### config.mk
export PLATFORM = sky130hd
export DESIGN_NAME = elastic_pipe_reg
export DESIGN_NICKNAME = d
export VERILOG_FILES = /design/src/rtl/pipe_pkg.sv /design/src/rtl/elastic_stage.sv /design/src/rtl/elastic_pipe_reg.sv
export SDC_FILE = /design/constraint.sdc
export NUM_CORES = 1
export LEC_CHECK = 0
export ABC_AREA = 1
export ABC_CLOCK_PERIOD_IN_PS = 1600
export CAP_MARGIN = 5
export CORE_ASPECT_RATIO = 1.2
export CORE_MARGIN = 4
export CORE_UTILIZATION = 33
export DETAILED_ROUTE_END_ITERATION = 16
export HOLD_SLACK_MARGIN = 0.08
export PLACE_DENSITY = 0.59
export SLEW_MARGIN = 15
export SYNTH_ARGS = -nofsm -noshare
export SYNTH_HDL_FRONTEND = slang
export SYNTH_HIERARCHICAL = 1
export SYNTH_SLANG_ARGS = --single-unit
### constraint.sdc
create_clock -name clk -period 1.6 [get_ports clk]
set_input_delay 0.24 -clock clk [delete_from_list [all_inputs] [get_ports clk]]
set_output_delay 0.24 -clock clk [all_outputs]
set_load 0.02 [all_outputs]
### src/rtl/pipe_pkg.sv
// Shared constants and helpers for elastic pipeline slices.
package pipe_pkg;

    localparam int PIPE_MODE_SIMPLE = 0;
    localparam int PIPE_MODE_SKID   = 1;

    function automatic int occ_width(input int depth, input int skid);
        return $clog2(depth * (skid + 1) + 1);
    endfunction

endpackage

### src/rtl/elastic_stage.sv
// One valid/ready register stage: skid buffer or single entry.
module elastic_stage
    import pipe_pkg::*;
#(
    parameter int WIDTH = 32,
    parameter int SKID  = PIPE_MODE_SKID
) (
    input  logic             clk,
    input  logic             rst_n,
    input  logic             i_flush,
    input  logic             i_valid,
    input  logic [WIDTH-1:0] i_data,
    output logic             o_ready,
    output logic             o_valid,
    output logic [WIDTH-1:0] o_data,
    input  logic             i_ready
);

    logic             r_valid;
    logic [WIDTH-1:0] r_data;
    logic             w_in_fire;
    logic             w_out_fire;

    assign w_in_fire  = i_valid && o_ready;
    assign w_out_fire = r_valid && i_ready;
    assign o_valid    = r_valid;
    assign o_data     = r_data;

    if (SKID == PIPE_MODE_SIMPLE) begin : g_simple
        assign o_ready = !r_valid || i_ready;

        always_ff @(posedge clk or negedge rst_n) begin
            if (!rst_n) begin
                r_valid <= 1'b0;
                r_data  <= '0;
            end else if (i_flush) begin
                r_valid <= 1'b0;
                r_data  <= '0;
            end else if (w_in_fire) begin
                r_valid <= 1'b1;
                r_data  <= i_data;
            end else if (w_out_fire) begin
                r_valid <= 1'b0;
                r_data  <= '0;
            end
        end
    end else begin : g_skid
        logic             r_skid_valid;
        logic [WIDTH-1:0] r_skid_data;

        // ready comes straight from a flop, breaking the ready chain
        assign o_ready = !r_skid_valid;

        always_ff @(posedge clk or negedge rst_n) begin
            if (!rst_n) begin
                r_valid      <= 1'b0;
                r_data       <= '0;
                r_skid_valid <= 1'b0;
                r_skid_data  <= '0;
            end else if (i_flush) begin
                r_valid      <= 1'b0;
                r_data       <= '0;
                r_skid_valid <= 1'b0;
                r_skid_data  <= '0;
            end else if (w_out_fire || !r_valid) begin
                if (r_skid_valid) begin
                    r_valid      <= 1'b1;
                    r_data       <= r_skid_data;
                    r_skid_valid <= 1'b0;
                    r_skid_data  <= '0;
                end else if (w_in_fire) begin
                    r_valid <= 1'b1;
                    r_data  <= i_data;
                end else begin
                    r_valid <= 1'b0;
                    r_data  <= '0;
                end
            end else if (w_in_fire) begin
                r_skid_valid <= 1'b1;
                r_skid_data  <= i_data;
            end
        end
    end

endmodule

### src/rtl/elastic_pipe_reg.sv
// DEPTH chained elastic stages with flush and an occupancy counter.
module elastic_pipe_reg
    import pipe_pkg::*;
#(
    parameter int WIDTH = 32,
    parameter int DEPTH = 1,
    parameter int SKID  = PIPE_MODE_SKID
) (
    input  logic                                clk,
    input  logic                                rst_n,
    input  logic                                flush,
    input  logic                                in_valid,
    input  logic [WIDTH-1:0]                    in_data,
    output logic                                in_ready,
    output logic                                out_valid,
    output logic [WIDTH-1:0]                    out_data,
    input  logic                                out_ready,
    output logic [occ_width(DEPTH, SKID)-1:0]   occupancy
);

    localparam int OCC_W = occ_width(DEPTH, SKID);

    logic             w_in_fire;
    logic             w_out_fire;
    logic [OCC_W-1:0] r_occ;

    for (genvar k = 0; k < DEPTH; k++) begin : g_st
        logic             w_up_valid;
        logic [WIDTH-1:0] w_up_data;
        logic             w_up_ready;
        logic             w_dn_ready;
        logic             w_vld;
        logic [WIDTH-1:0] w_dat;

        if (k == 0) begin : g_head
            assign w_up_valid = in_valid;
            assign w_up_data  = in_data;
        end else begin : g_link
            assign w_up_valid = g_st[k-1].w_vld;
            assign w_up_data  = g_st[k-1].w_dat;
        end

        if (k == DEPTH - 1) begin : g_tail
            assign w_dn_ready = out_ready;
        end else begin : g_next
            assign w_dn_ready = g_st[k+1].w_up_ready;
        end

        elastic_stage #(
            .WIDTH (WIDTH),
            .SKID  (SKID)
        ) u_stage (
            .clk     (clk),
            .rst_n   (rst_n),
            .i_flush (flush),
            .i_valid (w_up_valid),
            .i_data  (w_up_data),
            .o_ready (w_up_ready),
            .o_valid (w_vld),
            .o_data  (w_dat),
            .i_ready (w_dn_ready)
        );
    end

    assign in_ready   = g_st[0].w_up_ready;
    assign out_valid  = g_st[DEPTH-1].w_vld;
    assign out_data   = g_st[DEPTH-1].w_dat;
    assign w_in_fire  = in_valid && in_ready;
    assign w_out_fire = out_valid && out_ready;
    assign occupancy  = r_occ;

    always_ff @(posedge clk or negedge rst_n) begin
        if (!rst_n) begin
            r_occ <= '0;
        end else if (flush) begin
            r_occ <= '0;
        end else if (w_in_fire && !w_out_fire) begin
            r_occ <= r_occ + OCC_W'(1);
        end else if (!w_in_fire && w_out_fire) begin
            r_occ <= r_occ - OCC_W'(1);
        end
    end

endmodule
==> results of run 1 <==
## final cells by class
| type | count | area [sq um] |
|---|---|---|
| fillers | 914 | 4888 |
| flip-flops and latches | 68 | 1702 |
| multi-input cells | 317 | 1280 |
| repair buffers | 86 | 930.9 |
| clock buffers | 12 | 155.1 |
| well taps | 120 | 150.1 |
| inverters | 8 | 46.29 |
| clock inverters | 4 | 23.77 |
## power by group through the flow
stage | registers (W) | logic, W | clock network, W
4_1_cts | 0.00184 | 0.000627 | 0.00133
3_3_place_gp | 0.00187 | 0.000625 | 0
3_5_place_dp | 0.00188 | 0.000633 | 0
5_1_grt | 0.00185 | 0.000683 | 0.00142
2_1_floorplan | 0.00193 | 0.000237 | 0
6_report | 0.00184 | 0.000614 | 0.00129
## synth_stat cells
cell type	number
buf_4	3
dfrtp_1	68
nand3_2	2
clkbuf_1	2
buf_2	14
nor2_1	4
nand2_2	1
inv_2	3
nand3_1	36
inv_4	1
xnor2_1	1
nand4_1	2
buf_6	3
nor2_4	1
o21ai_0	2
nand2_4	1
nand2_1	267
bufinv_8	1
inv_1	3
## worst paths after layout
check	startpoint	endpoint	slack (ns)	cells past startpoint
hold / removal	rst_n	g_st[0].u_stage/g_skid.r_skid_data[28]	0.37	2
hold reg to reg	g_st[0].u_stage/g_skid.r_skid_data[21]	g_st[0].u_stage/g_skid.r_skid_data[21]	0.47	2
min in group clk	g_st[0].u_stage/g_skid.r_skid_data[21]	g_st[0].u_stage/g_skid.r_skid_data[21]	0.47	2
max in group asynchronous	rst_n	g_st[0].u_stage/g_skid.r_skid_data[9]	0.68	3
setup reg to reg	g_st[0].u_stage/o_valid	g_st[0].u_stage/g_skid.r_skid_data[18]	0.38	5
setup / recovery	g_st[0].u_stage/o_data[8]	out_data[8]	0.06	1
## cells by family (layout without fill, tap and decap cells)
kind of cell              Yosys count  count (layout)  share of synthesized area
AOI/OAI and AO/OA                   2               2                   0.003168
xor gates and xnor gates            1               1                   0.002773
DFF                                68              68                     0.5386
buffers and inverters              30             110                    0.05703
and+or+nand+nor                   314             314                     0.3984
## repair_timing
item,in CTS,in global routing
hold buffers,1,0
buffers inserted,0,0
endpoints found under the setup margin,4,9
hold endpoints to repair,31,0
resized for setup,4,9
## metrics by stage
stage,hold slack (ns),instances
final,0.3694,615
after global routing,0.4258,615
after CTS,0.3758,615
after detailed placement,0.2183,598
after global placement,0.2124,598
after floorplan,-0.05559,415
## metal layers
layer  vias to the layer above  track usage  share of wire
li1                       1422            -              -
met1                      1244       0.1899           0.49
met2                        55       0.2297           0.46
met3                         7      0.03459          0.041
met4                         0      0.04986          0.011
met5                         -            0              0
## state kept, by name, summed over array words and instances (netlist names)
signal,count
g_st.u_stage/g_skid.r_skid_data,32
g_st.u_stage/g_skid.r_skid_valid,1
g_st.u_stage/o_valid,1
g_st.u_stage/o_data,32
occupancy,2
==> flow_summary_export.csv, run 1 <==
group,metric,value,unit
run_status,status,"finished clean",
pwr,power,0.003741,W
die,core_area,9176,sq um
sta,slew-limit-headroom,0.7129,
sta,period_share,0.9639,
sta,post-route-worst-setup-slack,0.05773,ns
pwr,vdd_ir_drop_max,0.0003305,V
sta,setup_violations,0,
final_layout,final_util,0.4673,
clock_network,cts_sinks,68,
die,initial_core_util,0.3443,
pwr,p_leak,2.439,nW
die,die_h,115.2,um
sta,worst_pin_slew,0.4307,ns
synth,synthTopCellsByArea,"dfrtp_1, nand2_1, nand3_1, buf_2, buf_6",
drt,vias,2728,
drt,ant_nets,0,
drt,drtPass1Iterations,4,
sta,skew,0.009679,ns
sta,setup-tns-final,0,ns
clock_network,root_buffer,"clkbuf_8",
clock_network,clk_pin_slew,0.08,ns
setup_path,cp_top_family,"buffers and inverters",
clock_network,cts_tree,"built",
synth,syn_avg_cell_area,7.613,sq um
global_route,first_global_vias,2760,
synth,yosys.area.top_type,"dfrtp_1",
setup_path,startpoint_type,"register",
synth,synth_area,3159,sq um
setup_path,critPathBufInv,1,
placed_design,dp_hpwl,4986,um
pwr,pwr-share-clk,0.344,
flow_run,drv_cap,0,
pwr,p_switching,0.001030,W
clock_network,clk_latency,0.34,ns
final_layout,final_cell_mix,"nand2_1, dfrtp_1, clkdlybuf4s50_1, nand3_1, clkbuf_8",
drt,totalWireLength,7539,um
pwr,power_frac_seq,0.492,
pwr,combPwrFrac,0.164,
final_layout,layout_commonest_cell,"nand2_1",
global_route,grt_pass1_wl,12850,um
global_route,grt_overflow,0,
die,die_w,97.32,um
setup_path,slowest_stage,"clkdlybuf4s50_1",
final_layout,drive_gt1_frac,0.08081,
final_layout,antennaDiodeCount,0,
global_route,grtUsageTotal,0.1427,
min_path,min_path_type,"in -> async",
sta,grt_setup_unrepaired,"false",
clock_network,h-tree-depth,3,
placed_design,portBuffers,72,
pwr,p_per_area,872.4,nW/um^2
setup_path,cp.required,1.36,ns
setup_path,crit_fanout,2,
sta,period_needed,1.542,ns
drt,first_iter_violations,112,
synth,yosys_register_bits,68,
synth,synth_top_area_frac,0.5386,
final_layout,finalInstanceArea,4288,sq um
placed_design,place_congestion,0.7549,
die,io-pin-count,73,
final_layout,fin_nets,527,
die,core.rowCount,38,
final_layout,syn2layout_area_growth,35.72,%
placed_design,post-place-ws,0.06884,ns
global_route,grt_max_degree,38,
synth,postSynthCellCount,415,
clock_network,clock_tree.buffer_depth,2,
clock_network,cts_buffers,9,
global_route,antenna_found_initial,0,
synth,synth.distinct_cells,19,
sta,hold_viol,0,
setup_path,crit_type,"reg -> out",
setup_path,cpPeakStageDelay,0.61,ns
die,die_area,11210,sq um
pwr,internal-power,0.002710,W
setup_path,arrival,1.30,ns
drt,wl_per_cell,12.26,um
drt,drc,0,
setup_path,crit_chain,"clkdlybuf4s50_1",
pwr,power.share.switching,0.2754,
setup_path,cp-end-kind,"output pin",
drt,routed_via_density,4.436,
placed_design,placed_area,4081,sq um
synth,ys_seq_area_frac,0.5386,
synth,ys_warn_count,6,
sta,maxSlewViolCount,0,
synth,syn-num-nets,452,
sta,clock.fmax,648.4,MHz
(Power assumes the default switching activity.)
==> run 2, diff against run 1 <==
Settings changed: PLACE_DENSITY 0.59 to 0.67, REMOVE_ABC_BUFFERS set to 1.
==> run 2 against run 1 <==
Compared with the run above: design area up 1.3%; cell count unchanged; flip-flop and latch count did not move; global-route usage decreased by 0.75 points; total power up 7.3%; core utilization is 0.59 points higher; sequential share of layout area fell by 0.49 points; wire length decreased by 4.8%; sequential power about the same; hold slack gained 0.029 ns; die area did not move; critical endpoint is now out_data[6]; highest routed layer unchanged; register-to-register slack worse by 0.08 ns.
==> flow_summary_export.csv, run 2 (synthesis gave the netlist of run 1 again) <==
group,metric,value,unit
drt,dr.max_layer_used,"met4",
clock_network,h-tree-depth,3,
drt,ant_nets,0,
final_layout,layout.cells.non_filler,615,
sta,hold_viol,0,
sta,skew,0.008558,ns
drt,totalWireLength,7175,um
drt,vias,2743,
drt,drtPass1Iterations,5,
final_layout,final_util,0.4731,
sta,grt_setup_unrepaired,"false",
sta,worst_pin_slew,0.4565,ns
placed_design,place_congestion,0.7279,
die,core_area,9176,sq um
setup_path,r2r_start,"g_st[0].u_stage/o_valid",
die,io-pin-count,73,
final_layout,n_fill_cell,918,
final_layout,drive_gt1_frac,0.08081,
sta,maxSlewViolCount,0,
sta,slew-limit-headroom,0.6957,
die,die_area,11210,sq um
sta,clock.fmax,647.2,MHz
die,initial_core_util,0.3443,
global_route,grt_max_degree,37,
setup_path,cp_top_family,"buffers and inverters",
run_status,status,"finished clean",
setup_path,startpoint_type,"register",
clock_network,clock_tree.buffer_depth,2,
clock_network,root_buffer,"clkbuf_8",
sta,holdWs,0.3981,ns
sta,period_needed,1.545,ns
sta,post-route-worst-setup-slack,0.05480,ns
setup_path,crit_chain,"clkdlybuf4s50_1",
final_layout,antennaDiodeCount,0,
setup_path,critPathBufInv,1,
placed_design,dp_hpwl,4872,um
die,core.rowCount,38,
drt,met1_length,3296,um
pwr,p_leak,2.376,nW
drt,routed_via_density,4.460,
setup_path,cpPeakStageDelay,0.61,ns
setup_path,r2r_slack,0.30,ns
setup_path,slowest_stage,"clkdlybuf4s50_1",
drt,first_iter_violations,112,
setup_path,cp-end-kind,"output pin",
global_route,antenna_found_initial,0,
placed_design,portBuffers,72,
drt,wl_per_cell,11.67,um
clock_network,clk_pin_slew,0.08,ns
drt,drc,0,
global_route,grt_pass1_wl,12370,um
die,die_h,115.2,um
final_layout,layout_commonest_cell,"nand2_1",
setup_path,crit_fanout,2,
setup_path,crit_type,"reg -> out",
final_layout,multiInputGateArea,1285,sq um
final_layout,seq_area,1702,sq um
sta,setup_violations,0,
setup_path,arrival,1.31,ns
placed_design,post-place-ws,0.03094,ns
final_layout,fin_nets,527,
flow_run,drv_cap,0,
clock_network,clk_latency,0.34,ns
drt,dr_wl_met3,399,um
clock_network,cts_sinks,68,
clock_network,cts_buffers,9,
setup_path,cp.required,1.36,ns
global_route,first_global_vias,2661,
drt,wl_met2,3364,um
die,die_w,97.32,um
setup_path,r2r_end,"g_st[0].u_stage/g_skid.r_skid_data[14]",
final_layout,final_cell_mix,"nand2_1, dfrtp_1, clkdlybuf4s50_1, nand3_1",
global_route,grtUsageTotal,0.1351,
setup_path,ff2ff_path_depth,7,
pwr,vdd_ir_drop_max,0.0004317,V
sta,period_share,0.9657,
global_route,grt_overflow,0,
min_path,min_path_type,"in -> async",
final_layout,syn2layout_area_growth,37.43,%
clock_network,cts_tree,"built",
pwr,p_per_area,924.1,nW/um^2
placed_design,dp_cells,598,
==> run 2: cell count changes in the layout (fill, tap and decap cells not counted), sizes merged <==
cell / change
clkinv: -2
clkinvlp: +2
clkdlybuf4s50: +4
bufinv: +2
dlymetal6s2s: -5
dlygate4sd2: +1
clkbuf: -2
==> run 2: layout make-up <==
cell class,instances,area share
Tap cell,120,0.03458
Timing Repair Buffer,86,0.2170
Inverter,8,0.01066
Multi-Input combinational cell,317,0.2960
Sequential cell,68,0.3919
Clock buffer,10,0.02939
Clock inverter,6,0.02046
==> run 2: routing by layer <==
metal / vias up / track usage
li1: 1414 / -
met1: 1244 / 0.1765
met2: 75 / 0.2205
met3: 10 / 0.02973
met4: 0 / 0.05355
met5: - / 0
==> run 2: repair_timing <==
action | in CTS | in global routing
endpoints found under the hold margin | 32 | 0
hold buffers | 1 | 0
resized for setup | 5 | 4
endpoints found under the setup margin | 5 | 4
setup buffers | 0 | 0
==> run 2: worst max path at each step <==
| stage | startpoint | depth (start not counted) | to |
|---|---|---|---|
| floorplan | g_st[0].u_stage/o_valid | 5 | g_st[0].u_stage/o_data[0] |
| global placement | out_ready | 7 | g_st[0].u_stage/g_skid.r_skid_data[14] |
| detailed placement | out_ready | 7 | g_st[0].u_stage/g_skid.r_skid_data[21] |
| CTS | g_st[0].u_stage/o_data[20] | 1 | out_data[20] |
| global route | g_st[0].u_stage/o_data[1] | 1 | out_data[1] |
| finish | g_st[0].u_stage/o_data[6] | 1 | out_data[6] |
==> run 2: stage by stage <==
step | area (sq um) | power, W | setup TNS, ns
final | 4342 | 0.004012 | 0
after CTS | 4332 | 0.004079 | 0
after global routing | 4342 | 0.004226 | 0
after detailed placement | 4111 | 0.002523 | 0
after global placement | 4111 | 0.002506 | 0
after floorplan | 3025 | 0.002133 | -12.49
==> run 2: report_power, final <==
group          switching, W  internal (W)  total [W]
registers         0.0000509       0.00179    0.00184
logic              0.000338      0.000289   0.000626
clock network      0.000667      0.000878    0.00154
